### src/rtl/arm_pkg.sv
// Shared encodings for the ARM core pipeline control: operand forwarding
// sources and the memory-wait FSM states.
package arm_pkg;
    typedef enum logic [1:0] {
        FWD_RF  = 2'b00,
        FWD_MEM = 2'b01,
        FWD_WB  = 2'b10
    } fwd_sel_e;

    typedef enum logic {
        ST_IDLE     = 1'b0,
        ST_MEM_WAIT = 1'b1
    } mem_state_e;
endpackage

### src/rtl/pipe_ctrl_unit_fwd_select.sv
// Forwarding-source comparator for one EXE operand; MEM result is younger
// than WB, so it wins when both match.
module fwd_select
    import arm_pkg::*;
#(
    parameter int REG_AW = 4
) (
    input  logic [REG_AW-1:0] src,
    input  logic [REG_AW-1:0] mem_dest,
    input  logic              mem_wb_en,
    input  logic [REG_AW-1:0] wb_dest,
    input  logic              wb_en,
    output logic [1:0]        sel
);
    always_comb begin
        sel = FWD_RF;
        if (wb_en && (src == wb_dest))
            sel = FWD_WB;
        if (mem_wb_en && (src == mem_dest))
            sel = FWD_MEM;
    end
endmodule

### src/rtl/pipe_ctrl_unit.sv
// Pipeline control for the 5-stage ARM core: hazard stall, branch-shadow
// flush, memory-wait freeze, operand forwarding and a stall counter.
module pipe_ctrl_unit
    import arm_pkg::*;
#(
    parameter int REG_AW          = 4,
    parameter int FWD_EN          = 1,
    parameter int BR_FLUSH_CYCLES = 1,
    parameter int CNT_W           = 16
) (
    input  logic              clk,
    input  logic              rst,
    input  logic [REG_AW-1:0] id_src1,
    input  logic [REG_AW-1:0] id_src2,
    input  logic              id_two_src,
    input  logic              id_valid,
    input  logic [REG_AW-1:0] exe_dest,
    input  logic              exe_wb_en,
    input  logic              exe_mem_r_en,
    input  logic [REG_AW-1:0] exe_src1,
    input  logic [REG_AW-1:0] exe_src2,
    input  logic [REG_AW-1:0] mem_dest,
    input  logic              mem_wb_en,
    input  logic              mem_req,
    input  logic              mem_ready,
    input  logic [REG_AW-1:0] wb_dest,
    input  logic              wb_en,
    input  logic              branch_taken,
    output logic              freeze_front,
    output logic              bubble_id_exe,
    output logic              freeze_all,
    output logic              flush_if_id,
    output logic              flush_id_exe,
    output logic [1:0]        fwd_sel_a,
    output logic [1:0]        fwd_sel_b,
    output logic              mem_wait,
    output logic [CNT_W-1:0]  stall_cnt
);
    localparam logic [1:0] BR_LOAD = 2'(BR_FLUSH_CYCLES - 1);

    mem_state_e state;
    logic [1:0] flush_cnt;

    logic exe_hit, mem_hit, hazard;
    logic freeze_all_i, br_flush_i, flush_if_id_i, stall_i;
    logic [1:0][REG_AW-1:0] exe_src;
    logic [1:0][1:0]        fwd_sel;

    // A second source only counts when the ID instruction actually reads it.
    assign exe_hit = exe_wb_en && ((id_src1 == exe_dest) || (id_two_src && (id_src2 == exe_dest)));
    assign mem_hit = mem_wb_en && ((id_src1 == mem_dest) || (id_two_src && (id_src2 == mem_dest)));
    assign hazard  = id_valid && ((FWD_EN != 0) ? (exe_mem_r_en && exe_hit) : (exe_hit || mem_hit));

    assign exe_src = {exe_src2, exe_src1};

    for (genvar g = 0; g < 2; g++) begin : g_fwd
        fwd_select #(.REG_AW(REG_AW)) u_fwd (
            .src       (exe_src[g]),
            .mem_dest  (mem_dest),
            .mem_wb_en (mem_wb_en),
            .wb_dest   (wb_dest),
            .wb_en     (wb_en),
            .sel       (fwd_sel[g])
        );
    end

    // Priority: memory freeze, then branch flush, then hazard stall.
    assign freeze_all_i  = mem_req && !mem_ready;
    assign br_flush_i    = branch_taken && !freeze_all_i;
    assign flush_if_id_i = br_flush_i || ((flush_cnt != 2'd0) && !freeze_all_i);
    assign stall_i       = hazard && !freeze_all_i && !flush_if_id_i;

    assign freeze_front  = stall_i && !rst;
    assign bubble_id_exe = stall_i && !rst;
    assign freeze_all    = freeze_all_i && !rst;
    assign flush_if_id   = flush_if_id_i && !rst;
    assign flush_id_exe  = br_flush_i && !rst;
    assign fwd_sel_a     = (rst || FWD_EN == 0) ? FWD_RF : fwd_sel[0];
    assign fwd_sel_b     = (rst || FWD_EN == 0) ? FWD_RF : fwd_sel[1];

    always_ff @(posedge clk or posedge rst) begin
        if (rst) begin
            state    <= ST_IDLE;
            mem_wait <= 1'b0;
        end else begin
            case (state)
                ST_IDLE: if (mem_req && !mem_ready) begin
                    state    <= ST_MEM_WAIT;
                    mem_wait <= 1'b1;
                end
                ST_MEM_WAIT: if (mem_ready) begin
                    state    <= ST_IDLE;
                    mem_wait <= 1'b0;
                end
                default: begin
                    state    <= ST_IDLE;
                    mem_wait <= 1'b0;
                end
            endcase
        end
    end

    always_ff @(posedge clk or posedge rst) begin
        if (rst)
            flush_cnt <= 2'd0;
        else if (freeze_all_i)
            flush_cnt <= flush_cnt;
        else if (branch_taken)
            flush_cnt <= BR_LOAD;
        else if (flush_cnt != 2'd0)
            flush_cnt <= flush_cnt - 2'd1;
    end

    always_ff @(posedge clk or posedge rst) begin
        if (rst)
            stall_cnt <= '0;
        else if ((stall_i || freeze_all_i) && (stall_cnt != {CNT_W{1'b1}}))
            stall_cnt <= stall_cnt + CNT_W'(1);
    end
endmodule

### config.mk
export PLATFORM = sky130hd
export DESIGN_NAME = pipe_ctrl_unit
export DESIGN_NICKNAME = d
export VERILOG_FILES = /design/src/rtl/arm_pkg.sv /design/src/rtl/pipe_ctrl_unit_fwd_select.sv /design/src/rtl/pipe_ctrl_unit.sv
export SDC_FILE = /design/constraint.sdc
export NUM_CORES = 1
export LEC_CHECK = 0
export ABC_AREA = 1
export CAP_MARGIN = 20
export CORE_MARGIN = 4
export CORE_UTILIZATION = 43
export DETAILED_ROUTE_END_ITERATION = 10
export PLACE_DENSITY = 0.84
export SLEW_MARGIN = 15
export SYNTH_ARGS = -nofsm -noshare
export SYNTH_HDL_FRONTEND = slang
export SYNTH_SLANG_ARGS = --single-unit
### constraint.sdc
create_clock -name clk -period 1.86 [get_ports clk]
set_clock_uncertainty 0.1 [all_clocks]
set_input_delay 0.279 -clock clk [delete_from_list [all_inputs] [get_ports clk]]
set_output_delay 0.279 -clock clk [all_outputs]
set_load 0.02 [all_outputs]
==> out/summary.md, run 1 <==
Post-synthesis sequential area ratio: 0.315. sky130_fd_sc_hd__nand2_1 is the most common cell in the netlist. The total negative slack for setup checks is 0 ps. The HPWL after detailed placement was 3560 um; the async set-or-reset flop fraction in the synthesized netlist was 1.00. Before antenna repair, the detailed router went through 4 iterations. IR analysis of the VDD net gives a maximum drop of 0.368 mV. The number of cells on the worst reg-to-reg path is 11. The worst-path maximum fanout was 2. The number of nets in the synthesized netlist is 279. For this run, the post-layout net count is 364. The final layout contains routed wiring with a total length of 4520 um. The CTS clock-pin slew for the worst setup and hold paths works out to 80 ps. Setup slack closes at 16.7 ps. Entering global routing, the biggest net connects 21 pins. Dividing the detail-routed via count by the number of cells gives 4.92. The final max-slew violation count was 0; the final cycle utilization of the critical path was 0.991. Overall power consumption after layout is estimated at 1.63 mW.

The number of buffers on the longest clock path is 2. The run gives 3440 um^2 as the area of the placeable core. For the count of vias placed by the detailed router, the log shows 1809. Counting the fill cells in the layout gives 266.

The tools report the total global routing track utilization as 0.204. The number of warning messages in the yosys log is 0, and the number of buffers inserted by port buffering is 64. Data arrives at the worst endpoint at 1460 ps. Worst relative slew slack: 0.783. The run gives 238 as the post-synthesis instance total.

The combined area of all synthesized cells is 1590 um^2. The worst-case setup slack after placement was -530 ps. The hold violation total from the final report is 0. The total I/O pin count came out at 65. Summed over all cells, the static leakage comes to 1.40 nW. From synthesis to final layout, the design area changed by 60.2%.

The run gives 106 as the iteration-0 DRC count of the detailed router. The run gives 0 as the number of hold buffers added after cts. The minimum period implied by the final worst setup slack was 1840 ps.

The initial antenna violation count came out at 0. The fraction of final layout cells with drive strength greater than 1 is 0.208. The share of the synthesized area in the top cell type was 0.315.

The most instantiated flip-flop cell in the synthesis netlist was sky130_fd_sc_hd__dfrtp_1. The tools report the final cell utilization of the core as 0.739. The clock buffer count from CTS is 3, and the clock latency of the later-clocked register in the worst-skew pair is 260 ps.

The run gives 542 MHz as the achievable clock frequency. TritonCTS built the clock tree. In this run the core area contains 21 standard-cell rows.

Max-cap violations in this run came to 0. The run finished with clean final reports. The run gives 1480 ps as the required time of the critical path. The measured slew at the worst slew-check pin was 324 ps; the sum of overflow across all layers after global routing was 0. Area enclosed by the die boundary: 4730 um^2.

The root buffer cell chosen for the clock tree is sky130_fd_sc_hd__clkbuf_8. Yosys attributes the largest share of cell area to sky130_fd_sc_hd__dfrtp_1 (31%), sky130_fd_sc_hd__nand2_1 (19%), sky130_fd_sc_hd__inv_1 (7.6%). Global-route wire length before repair: 7330 um. Counting flops with a built-in enable in the synthesized netlist gives 0. Setup repair after global routing could not meet its margin everywhere. The synthesized design spends more area on one cell type than any other, namely sky130_fd_sc_hd__dfrtp_1. The critical path in this run is classified as primary input to primary output. STA classifies the critical path endpoint as a primary output. The distinct cell type count after synthesis came out at 28.

The commonest cells after synthesis are sky130_fd_sc_hd__nand2_1 (80), sky130_fd_sc_hd__inv_1 (32), sky130_fd_sc_hd__nand3_1 (22), sky130_fd_sc_hd__nor2_1 (21), sky130_fd_sc_hd__dfrtp_1 (20). The setup-violating endpoint count in the final report is 0. First element of the critical path: exe_src2[2]. For this run, design rule violations remaining after detail routing come to 0.

After detailed routing, the average wire length per cell comes to 12.3 um. The number of nets with antenna violations after routing is 0, and the register cell area after layout is 500 um^2. The number of diodes was 0; the initial core utilization was 0.462. In this run the vertical extent of the chip is 68.8 um. The tightest min-delay check is of the primary input to asynchronous set/reset pin type. The floorplan step set the die width to 68.8 um. The number of H-tree branching levels is 1. The count of state elements after synthesis works out to 20.

After synthesis, the mean cell area works out to 6.68 um^2. Cell area power density: 640 nW/um^2. The element type at the critical path start was a primary input. The multi-input combinational cells in the finished layout cover a total of 988 um^2. Routability-driven placement finished with a final weighted congestion of 0.838. The startpoint of the most critical register-to-register path is flush_cnt[0].

The CTS sink count came out at 20. Via count of the first global-routing pass: 1749.
==> layout make-up <==
class,count,share of cell area
clock inverters,1,0.0118
inverters,35,0.0516
repair buffers,85,0.313
well taps,46,0.0226
flip-flops and latches,20,0.197
clock buffers,3,0.0162
multi-input cells,178,0.388
==> path summary, 6_finish.rpt <==
check | endpoint | slack [ps]
worst max-delay path | fwd_sel_b[0] | 20
worst min-delay path | stall_cnt[14] | 20
worst max register to register | stall_cnt[12] | 180
worst min register to register | stall_cnt[8] | 450
max in group asynchronous | stall_cnt[10] | 1430
min in group clk | stall_cnt[8] | 450
==> critical path, cell delays in order <==
cell and delay [ps]:
sky130_fd_sc_hd__clkdlybuf4s50_1 530, sky130_fd_sc_hd__xnor2_2 120, sky130_fd_sc_hd__nand4_1 160, sky130_fd_sc_hd__buf_4 180, sky130_fd_sc_hd__nor2_4 70, sky130_fd_sc_hd__buf_6 120
==> per-layer routing <==
layer  vias up  GRT usage  part of all wire
li1        916          -                 -
met1       832      0.235              0.41
met2        51      0.372              0.54
met3        10     0.0389             0.036
met4         0     0.0730             0.018
met5         -          0                 0
==> cell families (layout without fill, tap and decap cells) <==
family / after synthesis / after routing / share of synthesized area
XOR/XNOR: 17 / 17 / 0.0937
AND/OR/NAND/NOR: 143 / 143 / 0.406
adder cells (fa/ha/maj): 2 / 2 / 0.0157
buffers and inverters: 40 / 124 / 0.109
flip-flops: 20 / 20 / 0.315
AO/OA/AOI/OAI: 16 / 16 / 0.0598
==> report_power, final <==
part           internal [mW]  switching (mW)
Combinational          0.329           0.299
Sequential             0.497          0.0643
Clock                  0.287           0.151
==> layout by cell type, fill, tap and decap left out, types with 2 or more instances in the layout <==
cell                               n
sky130_fd_sc_hd__buf_6             2
sky130_fd_sc_hd__inv_2            10
sky130_fd_sc_hd__inv_1            25
sky130_fd_sc_hd__nor2_4            3
sky130_fd_sc_hd__nand3_1          22
sky130_fd_sc_hd__clkdlybuf4s50_1  28
sky130_fd_sc_hd__a211oi_2          2
sky130_fd_sc_hd__buf_4            23
sky130_fd_sc_hd__nor2_2            2
sky130_fd_sc_hd__xnor2_1           7
sky130_fd_sc_hd__o22ai_1           3
sky130_fd_sc_hd__o21ai_0           4
sky130_fd_sc_hd__nand2_1          77
sky130_fd_sc_hd__nand4_1           5
sky130_fd_sc_hd__dlygate4sd2_1    15
sky130_fd_sc_hd__nor3b_2           2
sky130_fd_sc_hd__nor3_1            3
sky130_fd_sc_hd__a21oi_1           3
sky130_fd_sc_hd__dlymetal6s2s_1   13
sky130_fd_sc_hd__xor2_1            9
sky130_fd_sc_hd__nor2_1           18
sky130_fd_sc_hd__dfrtp_1          20
sky130_fd_sc_hd__clkbuf_8          3
sky130_fd_sc_hd__buf_2             3
sky130_fd_sc_hd__nand2_2           6
==> state kept, by name, indices dropped and copies added, names as in the netlist <==
register / cells
mem_wait: 1
stall_cnt: 16
state: 1
flush_cnt: 2
==> stage by stage <==
| step | std cells | hold WS [ps] | instance area [um^2] |
|---|---|---|---|
| 2_1_floorplan | 238 | 151 | 1590 |
| 3_5_place_dp | 360 | 430 | 2380 |
| 3_3_place_gp | 360 | 404 | 2380 |
| 4_1_cts | 367 | 327 | 2470 |
| 6_report | 368 | 18.3 | 2540 |
| 5_1_grt | 368 | 52.6 | 2540 |
==> timing repair <==
action	CTS	global route
hold endpoints to repair	0	0
buffers inserted	3	1
endpoints found under the setup margin	9	14
gates resized for setup	59	32
pin swaps	12	9
Note: power is estimated with default switching activity, not from simulation.
==> inputs of run 2 (changes only) <==
--- a/config.mk
+++ b/config.mk
@@ -11,6 +11,7 @@
 export CORE_UTILIZATION = 43
 export DETAILED_ROUTE_END_ITERATION = 10
 export PLACE_DENSITY = 0.84
+export SETUP_SLACK_MARGIN = 0.5
 export SLEW_MARGIN = 15
 export SYNTH_ARGS = -nofsm -noshare
 export SYNTH_HDL_FRONTEND = slang
==> run 2 against run 1 <==
  * Sequential power increased by 3.9%
  * Cell area up 15%
  * First-iteration DRC count increased by 70%
  * Hold slack better by 86 ps
  * Wire length increased by 49%
  * Power is 0.36% higher
  * Combinational power grew 18%
  * Via count is 17% higher
==> out/summary.md, run 2 (same netlist as run 1, synthesis figures left out) <==
The run finished with clean final reports. In this run the critical register-to-register path is captured at stall_cnt[8]. HPWL after detailed placement: 3540 um. The number of flip-flops under the largest register name came out at 16.

After the first detailed-routing iteration, the DRC count stood at 180. Setup violations remaining at the end of the flow were counted as 0. The largest registers in the layout are stall_cnt (16), flush_cnt (2). The buffers plus inverters on the worst setup path works out to 4. In this run the number of cells on the critical path is 12. The die is 68.8 um tall.

For the count of vias placed by the detailed router, the log shows 2118. For the hold violation total from the final report, the log shows 0. For the achievable clock frequency, the log shows 552 MHz. The run gives 2 as the number of buffers on the longest clock path. The placed instances occupy a cell area of 2500 um^2.

The final cycle utilization of the critical path was 0.973. Total global routing track utilization: 0.230. The first-pass iteration count of the detailed router was 4. The cell depth of the worst hold path is 2. The total area inside the core boundary comes to 3440 um^2. Entering global routing, the biggest net connects 21 pins.

The tools report the root buffer cell as sky130_fd_sc_hd__clkbuf_8. The setup check on the worst reg-to-reg path leaves a slack of 50 ps. On the worst path, the slowest cell contributes a delay of 390 ps. On the critical path, the stage with the largest delay is an instance of sky130_fd_sc_hd__dfrtp_1.

The sum of overflow across all layers after global routing was 0. The net switching share of the total power was 0.381. Setup repair after global routing could not meet its margin everywhere. The worst min-delay path startpoint was mem_ready.

TritonCTS built the clock tree. Uppermost layer routed: met4. For this block, wires on met1 add up to 2280 um. The endpoint with the worst hold slack was state. The first global-routing pass estimated 8250 um of wire. The clock buffer count from CTS is 3, and the routability congestion estimate from global placement is 0.824.

In this run the critical register-to-register path is launched from flush_cnt[1]. At the placement stage, the worst setup path has a slack of -545 ps. After routing the design area is 2940 um^2.

The critical path in this run is classified as register to register. In the post-route analysis, the smallest setup slack over all paths is 49.4 ps. IR analysis of the VDD net gives a maximum drop of 0.625 mV.

The minimum period implied by the final worst setup slack was 1810 ps; the via count of the first global-routing pass was 1916. The category of the worst setup path capture point is a register. Summed over all cells, the static leakage comes to 1.50 nW. For the layout filler cell count, the log shows 203. The count of buffers added on input and output ports is 64. The total I/O pin count was 65; the cell area power density was 556 nW/um^2. The logs give 1870 ps for the signal arrival time at the worst endpoint and 1.01 mW for the internal power consumption.

The layout overhead on the synthesized area came out at 84.8%. The most numerous cell on the critical path was sky130_fd_sc_hd__nand2_1. The final layout contains 393 nets. The tools report the number of H-tree branching levels as 1. The fraction of final layout cells with drive strength greater than 1 came out at 0.516. Detailed routing placed a total of 565 um of wire on met3.

The path class of the tightest hold or removal check is primary input to register. The final layout contains routed wiring with a total length of 6720 um. The tools report the register share of total power as 0.357. Leaving out fill and tap cells, the most frequent cells in the layout are sky130_fd_sc_hd__nand2_1 (65), sky130_fd_sc_hd__buf_4 (40), sky130_fd_sc_hd__buf_6 (26), sky130_fd_sc_hd__inv_1 (21), sky130_fd_sc_hd__buf_2 (17).

The library cell used most frequently in the layout, excluding fill and tap cells, is sky130_fd_sc_hd__nand2_1. The initial core utilization was 0.462. More flip-flops sit in one register than any other, and that register is stall_cnt. The run gives 0.454 as the combinational group share of total power. The signal on the critical path passes through inv_2 -> ha_2 -> nand2_2 -> nor3_4 -> nand2_2 -> buf_4 -> buf_6 -> nand2_8 -> buf_6 -> nand2_1 -> nand2_1 -> nand2_1. Counting cells, the worst reg-to-reg path comes to 12. The vias per cell is 5.34.

After detailed routing, the number of remaining DRC violations is 0. The tools report the power dissipated by switching net loads as 0.622 mW. The final cell utilization of the core was 0.853; the cell row count was 21. Clock latency of the later-clocked register in the worst-skew pair: 270 ps. The wire length on met2 came out at 3520 um. Across the run, the number of max-cap violations was 0. The detail route stage leaves a number of antenna-violating nets equal to 0. After clock tree synthesis, the clock-pin slew on the worst setup and hold paths is 80 ps. The area enclosed by the die boundary was 4730 um^2; the worst-path maximum fanout was 6. The tree built by TritonCTS fans out to 20 sinks. For the pin with the worst max-slew slack, the measured transition is 299 ps. Dividing the detail-routed wire length by the instance count gives 16.9 um.

The repair_antennas step left the layout with diodes totalling 0. The tools report the final max-slew violation count as 0. The tools report the initial antenna violation count as 0. Broken down by cell family, the worst path's largest delay share belongs to simple AND/OR/NAND/NOR gates.

The worst setup path is launched from a register. The part of the power in the clock network was 0.189. Data on the critical path is required at its endpoint by 1920 ps. From left edge to right edge, the die measures 68.8 um. The tools report the worst relative slew slack as 0.801.
[run 2: how the worst max path moves through the flow]
| stage | from | endpoint | slack [ps] |
|---|---|---|---|
| floorplan | rst | fwd_sel_a[1] | 280 |
| CTS | flush_cnt[0] | bubble_id_exe | 90 |
| detailed placement | wb_dest[1] | fwd_sel_a[1] | -540 |
| global placement | wb_dest[1] | fwd_sel_a[1] | -510 |
| finish | flush_cnt[1] | stall_cnt[8] | 50 |
| global route | flush_cnt[0] | stall_cnt[8] | -40 |
[run 2: layout make-up]
cell class                      count  area, um^2  area share
Clock buffer                        4        45.0      0.0153
Tap cell                           46        57.6      0.0196
Multi-Input combinational cell    179        1200       0.410
Sequential cell                    20         513       0.175
Inverter                           35         150      0.0511
Timing Repair Buffer              113         967       0.329
[run 2: stage by stage]
| stage | hold WS (ps) | power, mW | std cells | TNS (ps) |
|---|---|---|---|---|
| 3_5_place_dp | 401 | 1.19 | 361 | -7250 |
| 2_1_floorplan | 39.2 | 0.895 | 238 | 0 |
| 4_1_cts | 313 | 1.52 | 378 | 0 |
| 3_3_place_gp | 396 | 1.17 | 361 | -6180 |
| 6_report | 104 | 1.63 | 397 | 0 |
| 5_1_grt | 99.5 | 1.72 | 397 | -146 |
[run 2: worst register-to-register path, stage by stage, from the launching register on]
cell and delay (ps):
sky130_fd_sc_hd__dfrtp_1 390, sky130_fd_sc_hd__inv_2 70, sky130_fd_sc_hd__ha_2 170, sky130_fd_sc_hd__nand2_2 80, sky130_fd_sc_hd__nor3_4 130, sky130_fd_sc_hd__nand2_2 100, sky130_fd_sc_hd__buf_4 140, sky130_fd_sc_hd__buf_6 120
sky130_fd_sc_hd__nand2_8 90, sky130_fd_sc_hd__buf_6 150, sky130_fd_sc_hd__nand2_1 70, sky130_fd_sc_hd__nand2_1 60, sky130_fd_sc_hd__nand2_1 60
[run 2: timing repair]
action                                  CTS  global route
buffers inserted                         11            18
gates resized for setup                 228            72
cloned                                    1             1
pin swaps                                34            21
endpoints found under the setup margin   44            41
hold endpoints to repair                 12             0
hold buffers                              1             0
[run 2: metal layers]
metal  track usage  up-vias
met5             0        -
met4        0.0633        0
met1         0.261      972
li1              -      980
met3        0.0438       34
met2         0.435      132
[run 2: power by group through the flow]
stage	combinational (mW)	clock [mW]	sequential, mW
after floorplan	0.258	0	0.637
after global placement	0.582	0	0.590
after detailed placement	0.594	0	0.596
after CTS	0.636	0.308	0.578
after global routing	0.804	0.322	0.590
final	0.741	0.309	0.584
